## src/rtl/poly_eval_device.sv

```systemverilog
// Memory-mapped Horner polynomial evaluator: software loads X, DEG and COEF[],
// writes CTRL.start, and the block does one multiply-accumulate per clock.
module poly_eval_device #(
  parameter int          DATA_W    = 32,
  parameter int          MAX_DEG   = 8,
  parameter logic [31:0] BASE_ADDR = 32'h40000000
) (
  input  logic              clk,
  input  logic              reset,
  input  logic              MemRead,
  input  logic              MemWrite,
  input  logic [31:0]       MemBus_Address,
  input  logic [31:0]       MemBus_Write_Data,
  output logic [DATA_W-1:0] Device_Read_Data
);

  localparam int NC = MAX_DEG + 1;

  // Bus handshake: there is no valid/ready pair. A write is taken at the rising
  // edge whenever MemWrite=1; a read is answered combinationally while MemRead=1.

  typedef enum logic {IDLE = 1'b0, RUN = 1'b1} state_t;

  state_t            state, state_nxt;
  logic              busy;
  logic [DATA_W-1:0] x_q, acc_q, ans_q;
  logic [3:0]        deg_q, idx_q;
  logic [DATA_W-1:0] coef_q [NC];
  logic              done_q;

  logic [31:0]       off;
  logic              hit_x, hit_deg, hit_ctrl, hit_status, hit_ans;
  logic [NC-1:0]     coef_hit;
  logic [DATA_W-1:0] wdata;
  logic [3:0]        deg_wr;
  logic              cfg_we, start, last;
  logic [3:0]        idx_m1;
  logic [DATA_W-1:0] coef_top, coef_nxt, t;

  // Addresses below BASE_ADDR wrap to huge offsets and therefore never match.
  assign off        = MemBus_Address - BASE_ADDR;
  assign hit_x      = (off == 32'h00);
  assign hit_deg    = (off == 32'h04);
  assign hit_ctrl   = (off == 32'h08);
  assign hit_status = (off == 32'h0C);
  assign hit_ans    = (off == 32'h10);

  always_comb begin
    coef_hit = '0;
    for (int i = 0; i < NC; i++) begin
      coef_hit[i] = (off == 32'h20 + 32'(4 * i));
    end
  end

  assign wdata  = MemBus_Write_Data[DATA_W-1:0];
  assign deg_wr = (wdata > DATA_W'(MAX_DEG)) ? 4'(MAX_DEG) : wdata[3:0];

  // Operand registers are frozen while busy so the evaluation sees stable inputs.
  assign cfg_we = MemWrite && !busy;
  assign start  = MemWrite && hit_ctrl && MemBus_Write_Data[0] && (state == IDLE);
  assign last   = (state == RUN) && (idx_q == 4'd1);
  assign idx_m1 = idx_q - 4'd1;

  always_comb begin
    coef_top = '0;
    coef_nxt = '0;
    for (int i = 0; i < NC; i++) begin
      if (deg_q == 4'(i))  coef_top = coef_q[i];
      if (idx_m1 == 4'(i)) coef_nxt = coef_q[i];
    end
  end

  assign t = acc_q * x_q + coef_nxt;

  // FSM: state register
  always_ff @(posedge clk or posedge reset) begin
    if (reset) state <= IDLE;
    else       state <= state_nxt;
  end

  // FSM: next state
  always_comb begin
    state_nxt = state;
    case (state)
      IDLE:    if (start && (deg_q != 4'd0)) state_nxt = RUN;
      RUN:     if (idx_q == 4'd1)            state_nxt = IDLE;
      default: state_nxt = IDLE;
    endcase
  end

  // FSM: outputs
  always_comb begin
    busy = (state == RUN);
  end

  // Datapath and register file
  always_ff @(posedge clk or posedge reset) begin
    if (reset) begin
      x_q    <= '0;
      deg_q  <= '0;
      acc_q  <= '0;
      idx_q  <= '0;
      ans_q  <= '0;
      done_q <= 1'b0;
      for (int i = 0; i < NC; i++) coef_q[i] <= '0;
    end else begin
      if (cfg_we && hit_x)   x_q   <= wdata;
      if (cfg_we && hit_deg) deg_q <= deg_wr;
      for (int i = 0; i < NC; i++) begin
        if (cfg_we && coef_hit[i]) coef_q[i] <= wdata;
      end

      // STATUS clear is written first so a same-edge completion overrides it.
      if (MemWrite && hit_status) done_q <= 1'b0;

      if (start) begin
        done_q <= 1'b0;
        if (deg_q == 4'd0) begin
          ans_q  <= coef_q[0];
          done_q <= 1'b1;
        end else begin
          acc_q <= coef_top;
          idx_q <= deg_q;
        end
      end

      if (state == RUN) begin
        acc_q <= t;
        idx_q <= idx_m1;
      end

      if (last) begin
        ans_q  <= t;
        done_q <= 1'b1;
      end
    end
  end

  // Read mux: combinational, zero for unmapped addresses or when not reading.
  always_comb begin
    Device_Read_Data = '0;
    if (MemRead) begin
      if (hit_x)      Device_Read_Data = x_q;
      if (hit_deg)    Device_Read_Data = DATA_W'(deg_q);
      if (hit_status) Device_Read_Data = DATA_W'({done_q, busy});
      if (hit_ans)    Device_Read_Data = ans_q;
      for (int i = 0; i < NC; i++) begin
        if (coef_hit[i]) Device_Read_Data = coef_q[i];
      end
    end
  end

endmodule
```

## config.mk

```make
export PLATFORM = sky130hd
export DESIGN_NAME = poly_eval_device
export DESIGN_NICKNAME = d
export VERILOG_FILES = /design/src/rtl/poly_eval_device.sv
export SDC_FILE = /design/constraint.sdc
export NUM_CORES = 2
export LEC_CHECK = 0
export BUFFER_PORTS_ARGS = -buffer_cell sky130_fd_sc_hd__buf_2
export CAP_MARGIN = 15
export CELL_PAD_IN_SITES_DETAIL_PLACEMENT = 1
export CELL_PAD_IN_SITES_GLOBAL_PLACEMENT = 1
export CORE_MARGIN = 4
export CORE_UTILIZATION = 25
export DETAILED_ROUTE_END_ITERATION = 6
export PLACE_DENSITY_LB_ADDON = 0.08
export SETUP_SLACK_MARGIN = 0.15
export SLEW_MARGIN = 15
export SYNTH_ARGS = -nofsm -noshare
export SYNTH_HDL_FRONTEND = slang
export SYNTH_SLANG_ARGS = --single-unit
```

## constraint.sdc

```tcl
create_clock -name clk -period 31.9 [get_ports clk]
set_input_delay 3.19 -clock clk [delete_from_list [all_inputs] [get_ports clk]]
set_output_delay 3.19 -clock clk [all_outputs]
set_load 0.05 [all_outputs]
```

==> flow_metrics.env <==
export IMPL_hold_viol=0
export IMPL_power_density_mw_per_mm2=25.7
export IMPL_synth_ff_type="dfrtp_1"
export IMPL_ir_worst_vdd_mv=0.0370
export IMPL_ctsHoldBuffers=0
export IMPL_async_reset_ff_share_pct=100
export IMPL_drc_errors=0
export IMPL_critPathMaxStageDelay_ns=0.79
export IMPL_critPathCaptureType="flop"
export IMPL_cts_sinks=394
export IMPL_fin_util_pct=28.1
export IMPL_clk_pin_slew_worst_paths_ns=0.06
export IMPL_start_util_pct=25.3
export IMPL_finalSetupTns_ns=0
export IMPL_yosysSeqAreaShare_pct=26.0
export IMPL_outcome="complete, no violations"
export IMPL_synth_cell_type_count=73
export IMPL_syn_to_final_growth_pct=11.1
export IMPL_drtIter0Drc=2126
export IMPL_maxCapViolCount=0
export IMPL_report_final_slew_viol_count=0
export IMPL_ys_warn_count=0
export IMPL_antenna_found_initial=16
export IMPL_netlist_instances=3936
export IMPL_track_usage_pct=23.2
export IMPL_core_mm2=0.150
export IMPL_syn_cell_area_mm2=0.0380
export IMPL_cp_max_fo=20
export IMPL_grt_max_degree=103
export IMPL_drive_above_1_share_pct=16.7
export IMPL_fin_area_mm2=0.0422
export IMPL_crit_arrival_ns=11.33
export IMPL_num_rows=142
export IMPL_grt_ovfl_total=0
export IMPL_die_h_um=398
export IMPL_htree_levels=2
export IMPL_skew_ns=0.0191
export IMPL_ys_ff_latch=394
export IMPL_setup_viol=0
export IMPL_leakagePower_nw=19.7
export IMPL_cp_common_cell="fa_1"
export IMPL_grt_pass1_wl_um=263000
export IMPL_cts_tree="yes"
export IMPL_grt_busiest_layer="met2"
export IMPL_tightest_slew_ns=1.09
export IMPL_crit_path_start_kind="flop"
export IMPL_worstPathRequired_ns=32.36
export IMPL_hold_class="reg2reg"
export IMPL_rsz0062_at_grt="false"
export IMPL_dieArea_mm2=0.158
export IMPL_cts_resized_gates=0
export IMPL_cts_path_max_buffers=3
export IMPL_holdWs_ns=0.515
export IMPL_min_period_over_period_pct=34.1
export IMPL_grt_util_met2_pct=38.8
export IMPL_crit_slowest_cell="nor4b_4"
export IMPL_fmax_mhz=92.0
export IMPL_clock_root_buffer="clkbuf_16"
export IMPL_grtUsageMet3_pct=2.96
export IMPL_fin_crit_ns=10.86
export IMPL_placed_area_mm2=0.0407
export IMPL_detail_route_wl_per_cell_um=31.1
export IMPL_die_x_um=398
export IMPL_synth_edff_count=0
export IMPL_clk_latency_ns=0.62
export IMPL_cts_made_buffers=45
export IMPL_io_pins=100
export IMPL_place_congestion=0.827
export IMPL_first_pass_iters=5
export IMPL_io_buffers=99
export IMPL_grt_use_met1_pct=31.6
export IMPL_vias=30900
export IMPL_grt_pass1_vias=33600
export IMPL_antenna_left=0
export IMPL_avgSynthCellArea_um2=9.65
export IMPL_final_nets=4517
export IMPL_routed_via_density=5.20
export IMPL_relSlewSlack_pct=27.3
export IMPL_hpwl_um=127000
export IMPL_postCtsSetupRepairBufs=0
export IMPL_wirelength_um=184000
export IMPL_synth_nets=4570
export IMPL_path_class="reg2reg"
## cell usage in the layout (no fill, tap or decap), types with 116 or more instances in the layout
cell and count:
nand2_1 524, inv_1 511, fa_1 438, dfrtp_1 388, mux2_2 298, and2_1 143
a21oi_1 135, a22oi_1 130, ha_1 128, a221oi_1 116
## cell families after synthesis
logic type / Yosys count / share of synthesized area (%)
AND/OR/NAND/NOR: 973 / 11.9
XOR/XNOR: 91 / 2.14
buffers and inverters: 816 / 8.47
adder cells (fa/ha/maj): 566 / 27.3
flip-flops: 394 / 26.0
AO/OA/AOI/OAI: 745 / 13.9
multiplexers: 351 / 10.3
## metrics by stage
stage | instances | setup slack [ns] | power (mW)
6_report | 5937 | 21.04 | 1.09
5_1_grt | 5933 | 20.39 | 1.12
4_1_cts | 5933 | 21.04 | 1.10
3_5_place_dp | 5852 | 21.06 | 0.544
3_3_place_gp | 5852 | 21.28 | 0.545
2_1_floorplan | 3936 | 17.76 | 0.526
## metal layers
layer  vias to the layer above  routed length, um
met4                         6               5820
li1                      13100                  -
met1                     16600              83500
met2                       909              86400
met5                         -                 41
met3                       247               8670
## flip-flops by register name, indices dropped and copies added, names as in the netlist
| name | flops |
|---|---|
| acc_q | 32 |
| ans_q | 32 |
| busy | 1 |
| coef_q | 288 |
| deg_q | 4 |
| done_q | 1 |
| idx_q | 4 |
| x_q | 32 |
## cell usage after synthesis (66+ instances only)
| master | instances | area [um^2] |
|---|---|---|
| a21oi_1 | 135 | 676 |
| a221oi_1 | 116 | 1020 |
| a22oi_1 | 130 | 976 |
| and2_1 | 145 | 907 |
| clkbuf_1 | 208 | 781 |
| dfrtp_1 | 394 | 9860 |
| fa_1 | 438 | 8770 |
| ha_1 | 128 | 1600 |
| inv_1 | 512 | 1920 |
| mux2_2 | 298 | 3360 |
| nand2_1 | 531 | 1990 |
| nor2_1 | 102 | 383 |
| nor3_1 | 66 | 330 |
| o21ai_0 | 88 | 440 |
## worst paths after layout
| kind | start | endpoint | slack (ns) | cells past startpoint |
|---|---|---|---|---|
| worst min-delay path | x_q[20]$_DFFE_PP0P_ | x_q[20]$_DFFE_PP0P_ | 0.52 | 1 |
| min in group asynchronous | reset | coef_q[196]$_DFFE_PP0P_ | 2.73 | 2 |
| worst max-delay path | idx_q[0]$_DFFE_PP0P_ | acc_q[31]$_DFFE_PP0P_ | 21.04 | 33 |
| worst min register to register | x_q[20]$_DFFE_PP0P_ | x_q[20]$_DFFE_PP0P_ | 0.52 | 1 |
| worst max register to register | idx_q[0]$_DFFE_PP0P_ | acc_q[31]$_DFFE_PP0P_ | 21.04 | 33 |
| max in group asynchronous | reset | coef_q[22]$_DFFE_PP0P_ | 26.80 | 4 |
## worst max-delay path, delay by kind of cell (launching register included)
kind / cells / cell delay [ns]
DFF: 1 / 0.48
AOI/OAI and AO/OA: 7 / 1.98
xor gates and xnor gates: 1 / 0.26
muxes: 1 / 0.08
and+or+nand+nor: 6 / 2.36
buffers and inverters: 8 / 0.92
adders and majority gates: 10 / 4.58
## area by class of cell
type                            instances  area (um^2)
Tap cell                             2016         2520
Inverter                              514         1940
Antenna cell                            4         10.0
Clock buffer                           71         1380
Clock inverter                         10          109
Fill cell                           17200       108000
Timing Repair Buffer                  202         1270
Sequential cell                       394         9870
Multi-Input combinational cell       2726        25100
## power breakdown
part	switching [mW]	internal [mW]	leakage, nW
Clock	0.239	0.312	0.726
Combinational	0.0289	0.00566	13.6
Sequential	0.0000000118	0.500	5.34
No activity file was read; power rests on OpenSTA's default activity.
